`src/rtl/sf_access_arb.sv`:
```
// Snoop-filter array access sequencer: arbitrates POCQ lookups against SF updates
// on a single-ported tag/state/vector array and returns registered lookup results.
module sf_access_arb #(
  parameter int SET_W      = 7,
  parameter int TAG_W      = 35,
  parameter int STATE_W    = 3,
  parameter int NUM_RN     = 4,
  parameter int ID_W       = 4,
  parameter int STARVE_MAX = 4
) (
  input  logic               clk,
  input  logic               rst,
  input  logic               lkp_valid,
  output logic               lkp_ready,
  input  logic [SET_W-1:0]   lkp_set,
  input  logic [TAG_W-1:0]   lkp_tag,
  input  logic [ID_W-1:0]    lkp_id,
  input  logic               upd_valid,
  output logic               upd_ready,
  input  logic [SET_W-1:0]   upd_set,
  input  logic [TAG_W-1:0]   upd_tag,
  input  logic [STATE_W-1:0] upd_state,
  input  logic [NUM_RN-1:0]  upd_vec,
  output logic               arr_rd_en,
  output logic [SET_W-1:0]   arr_rd_set,
  input  logic [TAG_W-1:0]   arr_rd_tag,
  input  logic [STATE_W-1:0] arr_rd_state,
  input  logic [NUM_RN-1:0]  arr_rd_vec,
  output logic               arr_wr_en,
  output logic [SET_W-1:0]   arr_wr_set,
  output logic [TAG_W-1:0]   arr_wr_tag,
  output logic [STATE_W-1:0] arr_wr_state,
  output logic [NUM_RN-1:0]  arr_wr_vec,
  output logic               res_valid,
  input  logic               res_ready,
  output logic               res_hit,
  output logic [STATE_W-1:0] res_state,
  output logic [NUM_RN-1:0]  res_vec,
  output logic [ID_W-1:0]    res_id
);

  localparam int CNT_W = $clog2(STARVE_MAX + 1);

  typedef enum logic [2:0] {IDLE, RD, CMP, RSP, WR} state_t;

  state_t           state, next_state;
  logic [CNT_W-1:0] starve_cnt;
  logic             starved;
  logic             grant_upd, grant_lkp;
  logic             rd_hit;
  logic [TAG_W-1:0] lkp_tag_q;
  logic [ID_W-1:0]  lkp_id_q;

  assign starved   = (starve_cnt == CNT_W'(STARVE_MAX));
  assign rd_hit    = (arr_rd_tag == lkp_tag_q) && (arr_rd_state != '0);
  assign upd_ready = grant_upd;
  assign lkp_ready = grant_lkp;

  always_ff @(posedge clk or posedge rst) begin
    if (rst) state <= IDLE;
    else     state <= next_state;
  end

  // Grants are gated by rst so the ready outputs also read 0 while reset is held.
  always_comb begin
    next_state = state;
    grant_upd  = 1'b0;
    grant_lkp  = 1'b0;
    unique case (state)
      IDLE: begin
        if (!rst) begin
          if (upd_valid && !(lkp_valid && starved)) begin
            grant_upd  = 1'b1;
            next_state = WR;
          end else if (lkp_valid) begin
            grant_lkp  = 1'b1;
            next_state = RD;
          end
        end
      end
      RD:      next_state = CMP;
      CMP:     next_state = RSP;
      RSP:     if (res_ready) next_state = IDLE;
      WR:      next_state = IDLE;
      default: next_state = IDLE;
    endcase
  end

  always_ff @(posedge clk or posedge rst) begin
    if (rst) begin
      starve_cnt   <= '0;
      arr_rd_en    <= 1'b0;
      arr_rd_set   <= '0;
      lkp_tag_q    <= '0;
      lkp_id_q     <= '0;
      arr_wr_en    <= 1'b0;
      arr_wr_set   <= '0;
      arr_wr_tag   <= '0;
      arr_wr_state <= '0;
      arr_wr_vec   <= '0;
      res_valid    <= 1'b0;
      res_hit      <= 1'b0;
      res_state    <= '0;
      res_vec      <= '0;
      res_id       <= '0;
    end else begin
      if (grant_lkp)
        starve_cnt <= '0;
      else if (grant_upd && lkp_valid && !starved)
        starve_cnt <= starve_cnt + CNT_W'(1);

      arr_rd_en <= grant_lkp;
      if (grant_lkp) begin
        arr_rd_set <= lkp_set;
        lkp_tag_q  <= lkp_tag;
        lkp_id_q   <= lkp_id;
      end

      arr_wr_en <= grant_upd;
      if (grant_upd) begin
        arr_wr_set   <= upd_set;
        arr_wr_tag   <= upd_tag;
        arr_wr_state <= upd_state;
        arr_wr_vec   <= upd_vec;
      end

      if (state == CMP) begin
        res_valid <= 1'b1;
        res_hit   <= rd_hit;
        res_state <= rd_hit ? arr_rd_state : '0;
        res_vec   <= rd_hit ? arr_rd_vec : '0;
        res_id    <= lkp_id_q;
      end else if (state == RSP && res_ready) begin
        res_valid <= 1'b0;
      end
    end
  end

endmodule

```
`config.mk`:
```
export PLATFORM = sky130hd
export DESIGN_NAME = sf_access_arb
export DESIGN_NICKNAME = d
export VERILOG_FILES = /design/src/rtl/sf_access_arb.sv
export SDC_FILE = /design/constraint.sdc
export NUM_CORES = 1
export LEC_CHECK = 0
export CELL_PAD_IN_SITES_DETAIL_PLACEMENT = 1
export CELL_PAD_IN_SITES_GLOBAL_PLACEMENT = 2
export CORE_AREA = 2 2 132 134
export DETAILED_ROUTE_END_ITERATION = 8
export DIE_AREA = 0 0 134 136
export PLACE_DENSITY = 0.95
export SLEW_MARGIN = 5
export SYNTH_ARGS = -nofsm -noshare
export SYNTH_HDL_FRONTEND = slang
export SYNTH_SLANG_ARGS = --single-unit
```
`constraint.sdc`:
```
create_clock -name clk -period 5.1 [get_ports clk]
set_input_delay 0.51 -clock clk [delete_from_list [all_inputs] [get_ports clk]]
set_output_delay 0.51 -clock clk [all_outputs]
set_load 0.005 [all_outputs]
```
=== Yosys cells after proc, flatten, opt, wreduce, memory -nomap -nowiden ===
Index checks and enable logic that the tools add are counted.

* Word-level logic and storage cells: 56
* Input bits: 142
* ROM bits: 0
* Bits in writable memories: 0
* Bits in registers: 116
* Latch bits: 0
* Memories: 0

* Div/mod/pow operators: 0
* Add/subtract/negate cells: 1
* Muxes and demuxes: 18
* Reductions and logical operators: 13
* Equal/unequal tests: 8
* Order comparisons: 0
* Multiply operators: 0
* Bitwise gates (word level): 0
* Shifts and indexed selects: 0

{| class="wikitable"
|+ Operators by type and width
! operator !! count
|-
| 35-bit == test || 1
|-
| 3-bit two-way mux || 7
|-
| 3-bit one-hot mux with 4 select lines || 1
|-
| 1-bit two-way mux || 9
|-
| 3-bit by 2-bit == test with 1-bit output, second input constant || 2
|-
| 1-bit logical AND || 6
|-
| 4-bit two-way mux || 1
|-
| 2-bit != test, second input constant || 2
|-
| 2-bit nonzero test || 2
|-
| 3-bit by 1-bit adder with 3-bit output, second input constant || 1
|-
| 3-bit by 1-bit == test with 1-bit output, second input constant || 1
|-
| 3-bit == test, second input constant || 1
|-
| 3-bit logical NOT || 1
|-
| 3-bit != test, second input constant || 1
|-
| 3-bit AND reduction || 1
|-
| 3-bit nonzero test || 1
|-
| 1-bit logical NOT || 2
|}

=== Logic depth before layout (Yosys ltp) ===
Gate-level depths: netlist (run 1).

* Depth in word-level cells: 11
* Mapped depth: 8
* Mapped depth without buffers: 7

=== Worst setup path after synthesis (run 1) ===
No wires, ideal clock.

* Path type: input -> register
* Start: in rst
* End: reg state[0]
* Data arrival time: 3.357 ns
* Required time: 5.028 ns
* Cell stages on the path: 4
* Slack: 1.671 ns
* Buffers on the path: 0
* Path through: inv_1 -> a21oi_1 -> a2bb2oi_1 -> nor2_1

* Word-level cells in the longest chain between the ends: 2

{| class="wikitable"
|+ Ends and longest elaborated chain
! item !! line !! source
|-
| start, declared || 12 || <nowiki>input logic rst,</nowiki>
|-
| 2-bit != test (no source line) || n/a ||
|-
| 3-bit AND reduction (no source line) || n/a ||
|-
| end signal, assigned || 61 || <nowiki>else state <= next_state;</nowiki>
|-
| end, declared || 46 || <nowiki>state_t state, next_state;</nowiki>
|}

No other way between the ends.
A chain may end at the register's enable or synchronous reset.

=== Worst setup path in the final report (run 1) ===
* Start: in rst
* End: out upd_ready

* Word-level cells in the longest chain between the ends: 2

{| class="wikitable"
|+ Ends and longest elaborated chain
! item !! line !! source
|-
| 1-bit two-way mux || 71 || <nowiki>if (!rst) begin</nowiki>
|-
| 1-bit two-way mux || 69 || <nowiki>unique case (state)</nowiki>
|-
| end, declared || 19 || <nowiki>output logic upd_ready,</nowiki>
|}

No other way between the ends.

==> results of run 1 <==
## worst reg2reg max path: stages, from the launching register on
cell and delay (ns):
dfrtp_1 0.42, nor4_1 0.49, and3_2 0.27, buf_4 0.51, nand3_1 0.26, xnor2_1 0.22, nor2_1 0.05
## per-layer routing
layer / routed length (um) / track usage
met4: 189 / 0.0479
met3: 1260 / 0.0720
met2: 7070 / 0.271
met1: 4810 / 0.156
met5: 0 / 0
## cells in the mapped netlist, drive strengths merged
master / n / area share
a21oi: 1 / 0.0010
mux2: 99 / 0.23
buf: 11 / 0.012
inv: 4 / 0.0031
nor4: 6 / 0.011
clkbuf: 2 / 0.0016
a2bb2oi: 1 / 0.0018
and3: 6 / 0.0079
dfrtp: 116 / 0.61
xor2: 17 / 0.031
and2: 2 / 0.0026
o21ai: 1 / 0.0010
mux2i: 2 / 0.0042
a21boi: 1 / 0.0016
nor3: 2 / 0.0021
ha: 2 / 0.0052
xnor2: 20 / 0.037
a32o: 4 / 0.0084
nand2: 4 / 0.0031
nor2: 8 / 0.0063
nand3: 3 / 0.0031
a22o: 4 / 0.0073
nand4: 6 / 0.0079
## path summary, 6_finish.rpt
check / start / to / slack, ns
setup / recovery: rst / upd_ready / 1.72
hold / removal: res_state[2] / res_state[2] / 0.49
setup reg to reg: state[2] / starve_cnt[0] / 2.74
hold reg to reg: res_state[2] / res_state[2] / 0.49
max in group asynchronous: rst / res_vec[3] / 3.14
min in group asynchronous: rst / state[0] / 0.62
## flip-flops by register name, summed over array words and instances (netlist names), 4 cells and up
signal      count
arr_rd_set      7
arr_wr_set      7
arr_wr_tag     35
arr_wr_vec      4
lkp_id_q        4
lkp_tag_q      35
res_id          4
res_vec         4
## report_power, final
| group | leakage [nW] | switching, mW | internal [mW] |
|---|---|---|---|
| Combinational | 1.52 | 0.436 | 0.939 |
| Sequential | 1.43 | 0.253 | 1.34 |
| Clock | 0.268 | 0.406 | 0.707 |
| Total | 3.21 | 1.10 | 2.99 |
## final cells by class
cell class	count	area [sq um]
fillers	1729	9170
flip-flops and latches	116	2900
repair buffers	217	2160
multi-input cells	189	1800
clock buffers	19	433
well taps	225	282
clock inverters	11	114
inverters	4	17.5
## through the flow
stage               hold WS [ns]  area (sq um)
floorplan                  0.462          4780
global placement           0.475          7160
detailed placement         0.483          7160
CTS                        0.496          7710
global route               0.508          7710
finish                     0.494          7710
## cells by family after synthesis
logic type	Yosys count	synth area share
flops	116	0.608
fa+ha+maj	2	0.00524
mux	101	0.238
simple gates	37	0.0440
compound gates	12	0.0212
xor+xnor	37	0.0679
buf+inv	17	0.0162
==> run metrics, run 1 <==
status complete, no violations; post-layout util 0.457; cts bufs inserted 17; vias between 3000 and 4000; CTS tree built; HP Class reg2reg; Final period util 0.663; vias per inst roughly 4.5; pin count of the biggest net entering global routing 65; Die Y-Extent around 140 um; Die W roughly 130 um; DRC violations left 0; drt pass-1 iters 5; initial antenna violation count 0; hold depth 1; Max FO, Critical Path 53; Routed Antenna Nets 0; most frequent cells in the layout clkdlybuf4s50_1, dfrtp_1, mux2_2, xnor2_1; number of cells on the critical path 5; Placer Congestion around 0.75; power consumption 4.09 mW; post-synthesis net count between 400 and 500; Relative slew margins 0.441; crit path launch type input port; Port Buf Inserts 214; cell count after synthesis 322; clock latency on the worst-skew pair ~0.40 ns; CTS clk-pin slew, worst paths roughly 0.05 ns; hold_buf cts 0; CP top delay family buffers and inverters; placed cells ~750; Total GRT Usage 0.151; DP HPWL around 9900 um; dpl ws 1.80 ns; first-pass GRT wire length about 21000 um; core area around 0.017 sq mm; Crit path largest cell delay between 0.6 and 0.7 ns; Sink Count approximately 120; routed len/inst between 15 and 20 um; Crit path arrival time 2.87 ns; Peak VDD IR 0.241 mV; yosys warns 0; Layout Cells excl Fill approximately 780; Lkg Pwr between 3 and 4 nW; cell repeated most along the worst path clkdlybuf4s50_1; FMAX slightly below 0.3 GHz; R2R cell count 6; antenna cells 0; commonest non-fill, non-tap cell in the layout clkdlybuf4s50_1; max-slew violations 0; Worst Path Required about 4.6 ns; actual slew at the worst max-slew pin 0.839 ns; CP Cell Sequence clkdlybuf4s50_1 > nor4_1 > and3_2 > buf_4 > clkdlybuf4s50_1; Final Skew between 0.008 and 0.009 ns; postcts setup bufs 0; fin nets roughly 700; CTS max path bufs 2; CTS Root Cell clkbuf_16; htree depth 4; PwrDens approximately 530 mW/mm^2; vias in the first global route between 4000 and 5000; max cap viols 0; CP Buf/Inv Count 3; Starting Density 0.283; post_cts resized 0; unrepaired setup endpoints after global routing no; Die ar. 0.0182 sq mm; #FFs+latches synth roughly 120; final setup violating endpoints 0; crit path kind in2out; Row Count between 40 and 50; Hold Vio Cnt, Final 0; syn avg cell area between 10 and 15 sq um; IO Count between 200 and 250; Setup TNS 0 ns; Syn Std Cell Area between 0.004 and 0.005 sq mm; final worst setup slack roughly 1.7 ns; fraction of layout cells with a size suffix above 1 0.241; final wirelength 13300 um; min Tclk post-route 3.38 ns; CP max-delay cell clkdlybuf4s50_1; number of distinct library cells after synthesis 24; Area Overhead vs Synth 61.5%; post-synthesis sequential area ratio 0.608; CP endpoint kind output port; global route overflow 0; drt first-iter violations 73
Note: power is estimated with default switching activity, not from simulation.
==> run 2, diff against run 1 <==
- CORE_AREA: 2 2 132 134 -> 2 2 136 138
- DIE_AREA: 0 0 134 136 -> 0 0 138 140
- PLACE_DENSITY: 0.95 -> 0.91
- clock period: 5.1 -> 3.48 ns (I/O delays scaled with it)
==> run metrics, run 2 (synthesis gave the netlist of run 1 again) <==
crit path launch type flip-flop; CTS Root Cell clkbuf_16; Layout Cells excl Fill 788; top flop regs arr_wr_tag (35), lkp_tag_q (35); Hold Vio Cnt, Final 0; Crit path arrival time between 2 and 2.5 ns; routed len/inst 17.0 um; vias in the first global route 4093; post_cts resized 0; crit path kind reg2out; most frequent cells in the layout clkdlybuf4s50_1, dfrtp_1, mux2_2, xnor2_1; Placer Congestion 0.746; Starting Density 0.269; dpl ws roughly 0.85 ns; Die W about 140 um; pin count of the biggest net entering global routing 71; Lkg Pwr ~3.3 nW; Die Y-Extent between 100 and 150 um; Sw Share 0.263; Routed Antenna Nets 0; DR WL met3 roughly 1100 um; clock network power share 0.288; drt first-iter violations 74; htree depth 4; CP Cell Sequence inv_1 > ha_1 > nand2_1 > a21boi_0 > and2_2 > clkdlybuf4s50_1; actual slew at the worst max-slew pin slightly above 0.6 ns; Peak VDD IR approximately 0.34 mV; unrepaired setup endpoints after global routing no; Worst Path Required roughly 3.1 ns; initial antenna violation count 0; clock latency on the worst-skew pair approximately 0.40 ns; CP top delay family buffers and inverters; Die ar. approximately 0.019 sq mm; sequential power share 0.383; core area 0.0178 sq mm; Final period util 0.814; CTS tree built; min Tclk post-route between 2 and 3 ns; DRC violations left 0; combinational power share 0.330; antenna cells 0; global route overflow 0; FMAX 0.353 GHz; fraction of layout cells with a size suffix above 1 0.247; final setup violating endpoints 0; cts bufs inserted 17; P_sw approximately 1.6 mW; HP Class in2async; CTS clk-pin slew, worst paths approximately 0.05 ns; CP Buf/Inv Count 2; final wirelength ~13000 um; Setup TNS 0 ns; post-route cell area 0.00780 sq mm; placed cells between 700 and 800; DP HPWL 10300 um; first-pass GRT wire length between 20000 and 25000 um; metal2 WL 6700 um; PwrDens 787 mW/mm^2; Area after DPL 0.00720 sq mm; commonest non-fill, non-tap cell in the layout clkdlybuf4s50_1; postcts setup bufs 0; max cap viols 0; Sink Count ~120; Relative slew margins 0.594; IO Count roughly 220; drt pass-1 iters 4; CTS max path bufs 2; vias between 3000 and 4000; final worst setup slack 0.647 ns; hold_buf cts 0; status complete, no violations; CP endpoint kind output port; vias per inst approximately 4.4; max-slew violations 0; internal power between 4 and 5 mW; CP max-delay cell clkdlybuf4s50_1; Filler cells about 1800; fin nets roughly 700; Area Overhead vs Synth 63.3%; Max FO, Critical Path 13; M1 wire length approximately 5300 um; Crit path largest cell delay 0.59 ns; Total GRT Usage 0.143; Top Metal Used met4; Row Count 49; Final Skew roughly 0.0072 ns; Port Buf Inserts ~210
-- run 2: cell count changes in the layout (fill, tap and decap cells not counted), sizes merged --
cell,change
clkbuf,+2
clkinv,-2
buf,+2
bufinv,+1
-- run 2: worst paths after layout --
check                               from             end  slack [ns]  depth (start not counted)
setup / recovery           starve_cnt[0]       lkp_ready        0.65                          6
hold / removal                       rst  arr_wr_tag[30]        0.42                          2
setup reg to reg           starve_cnt[0]   lkp_tag_q[22]        1.01                          7
hold reg to reg             res_state[0]    res_state[0]        0.50                          1
max in group asynchronous            rst     lkp_id_q[1]        2.23                          3
min in group clk            res_state[0]    res_state[0]        0.50                          1
-- run 2: area by class of cell --
cell class | count | area (sq um) | share of cell area
Clock buffer | 21 | 470 | 0.0603
Clock inverter | 10 | 130 | 0.0167
Inverter | 4 | 17.5 | 0.00225
Multi-Input combinational cell | 189 | 1800 | 0.231
Sequential cell | 116 | 2900 | 0.372
Tap cell | 229 | 287 | 0.0367
Timing Repair Buffer | 219 | 2190 | 0.281
-- run 2: worst register-to-register path: cells and delay by family, from the launching register on --
kind            cells  cell delay (ns)
compound gates      1             0.29
mux                 1             0.40
simple gates        2             0.53
fa+ha+maj           1             0.19
flops               1             0.37
buf+inv             2             0.57
-- run 2: power by group through the flow --
| stage | sequential (mW) | combinational [mW] | clock, mW |
|---|---|---|---|
| 2_1_floorplan | 2.32 | 0.923 | 0 |
| 3_3_place_gp | 2.33 | 1.97 | 0 |
| 3_5_place_dp | 2.38 | 2.05 | 0 |
| 4_1_cts | 2.37 | 2.07 | 1.82 |
| 5_1_grt | 2.45 | 2.20 | 1.88 |
| 6_report | 2.35 | 2.02 | 1.76 |
-- run 2: layer usage --
layer  up-vias  track usage
met3        16       0.0564
met5         -            0
met2       152        0.242
li1       1598            -
met4         0       0.0542
met1      1738        0.164
-- run 2: per-stage QoR --
step / hold WS, ns / utilization / total power [mW]
global placement: 0.479 / 0.405 / 4.30
global route: 0.469 / 0.439 / 6.53
detailed placement: 0.493 / 0.405 / 4.43
finish: 0.415 / 0.439 / 6.14
CTS: 0.437 / 0.439 / 6.25
floorplan: 0.462 / - / 3.25
==> run 3, diff against run 2 <==
- clock period: 3.48 -> 2.9 ns (I/O delays scaled with it)
==> run metrics, run 3 (synthesis gave the netlist of run 1 again) <==
fin nets between 600 and 700; Die ar. a little under 0.02 sq mm; htree depth 4; Final Skew around 0.0067 ns; commonest non-fill, non-tap cell in the layout clkdlybuf4s50_1; drt pass-1 iters 4; vias per inst 4.39; CTS tree built; drt first-iter violations 89; HP Class in2async; cts bufs inserted 17; max cap viols 0; Lkg Pwr 3.23 nW; Filler cells ~1800; unrepaired setup endpoints after global routing no; CTS Root Cell clkbuf_16; vias approximately 3500; Hold Vio Cnt, Final 0; final wirelength about 13000 um; DRC violations left 0; Die W approximately 140 um; Routed Antenna Nets 0; post-route cell area approximately 0.0078 sq mm; CTS max path bufs 2; Port Buf Inserts around 210; most frequent cells in the layout clkdlybuf4s50_1, dfrtp_1, mux2_2, xnor2_1; CP endpoint kind output port; initial antenna violation count 0; antenna cells 0; CTS clk-pin slew, worst paths 0.05 ns; Area after DPL a little over 0.007 sq mm; multi-input logic area 0.00180 sq mm; top flop regs arr_wr_tag (35), lkp_tag_q (35); Area Overhead vs Synth 62.6%; FMAX between 0.3 and 0.4 GHz; Total GRT Usage 0.141; first-pass GRT wire length ~21000 um; Setup TNS 0 ns; pin count of the biggest net entering global routing 117; Worst Path Required around 2.6 ns; Row Count 49; fraction of layout cells with a size suffix above 1 0.240; flop2flop setup slack a little over 0.6 ns; Starting Density 0.269; core area 0.0178 sq mm; DP HPWL between 10000 and 15000 um; min Tclk post-route ~2.7 ns; Reg area ~0.0029 sq mm; Crit path arrival time between 2 and 2.5 ns; routed len/inst approximately 17 um; Crit Reg-Reg Startpoint starve_cnt[0]; Worst R2R End lkp_tag_q[30]; Final period util 0.934; hold_buf cts 0; global route overflow 0; PwrDens between 900 and 1000 mW/mm^2; status complete, no violations; Sink Count approximately 120; Relative slew margins 0.591; Placer Congestion 0.766; Max FO, Critical Path 13; Die Y-Extent 140 um; Peak VDD IR 0.419 mV; IO Count around 220; R2R cell count 7; clock latency on the worst-skew pair between 0.4 and 0.5 ns; vias in the first global route 3974; crit path kind reg2out; max-slew violations 0; actual slew at the worst max-slew pin 0.614 ns; final setup violating endpoints 0; crit path launch type flip-flop
==> run 3: worst max path at each step <==
stage,start,endpoint,slack (ns),cells after the start
global placement,lkp_valid,lkp_ready,0.46,4
finish,starve_cnt[0],lkp_ready,0.19,6
detailed placement,rst,lkp_ready,0.44,4
global route,starve_cnt[0],lkp_ready,0.03,6
CTS,starve_cnt[0],lkp_ready,0.02,6
floorplan,rst,state[0],0.31,4
==> run 3: timing repair <==
| action | 4_1_cts | 5_1_grt |
|---|---|---|
| endpoints found under the setup margin | 0 | 1 |
| resized for setup | 0 | 1 |
| buffers inserted | 0 | 0 |
==> run 3: cell type report <==
| type | instances | share of cell area |
|---|---|---|
| multi-input combinational | 189 | 0.232 |
| clock buffer | 27 | 0.0674 |
| sequential | 116 | 0.374 |
| tap | 229 | 0.0369 |
| clock inverter | 3 | 0.00548 |
| inverter | 4 | 0.00242 |
| timing repair buffer | 219 | 0.282 |
==> run 3: metal layers <==
layer | global-route usage | vias to the layer above | routed length [um]
met3 | 0.0547 | 18 | 961
met2 | 0.254 | 128 | 7080
met5 | 0 | - | 0
met1 | 0.152 | 1719 | 5100
li1 | - | 1587 | -
met4 | 0.0499 | 0 | 220
==> run 3: power by group <==
part / leakage, nW / switching [mW] / internal, mW / total, mW
clock network: 0.276 / 0.682 / 1.30 / 1.99
logic: 1.53 / 0.776 / 1.66 / 2.44
registers: 1.43 / 0.444 / 2.37 / 2.81
total: 3.23 / 1.90 / 5.33 / 7.23
==> run 3: critical path, stage by stage, from the launching register on <==
cell and delay, ns:
dfrtp_1 0.39, inv_1 0.11, ha_1 0.21, nand2_1 0.10, a21boi_0 0.32, and2_4 0.33
clkdlybuf4s50_1 0.55
==> run 3: through the flow <==
stage	instances	worst slack, ns	utilization	hold slack, ns	total power, mW
floorplan	322	0.307	-	0.442	3.90
global route	787	0.0343	0.437	0.479	7.69
finish	787	0.193	0.437	0.484	7.23
global placement	757	0.458	0.405	0.485	5.14
CTS	787	0.0184	0.437	0.471	7.37
detailed placement	757	0.436	0.405	0.492	5.30
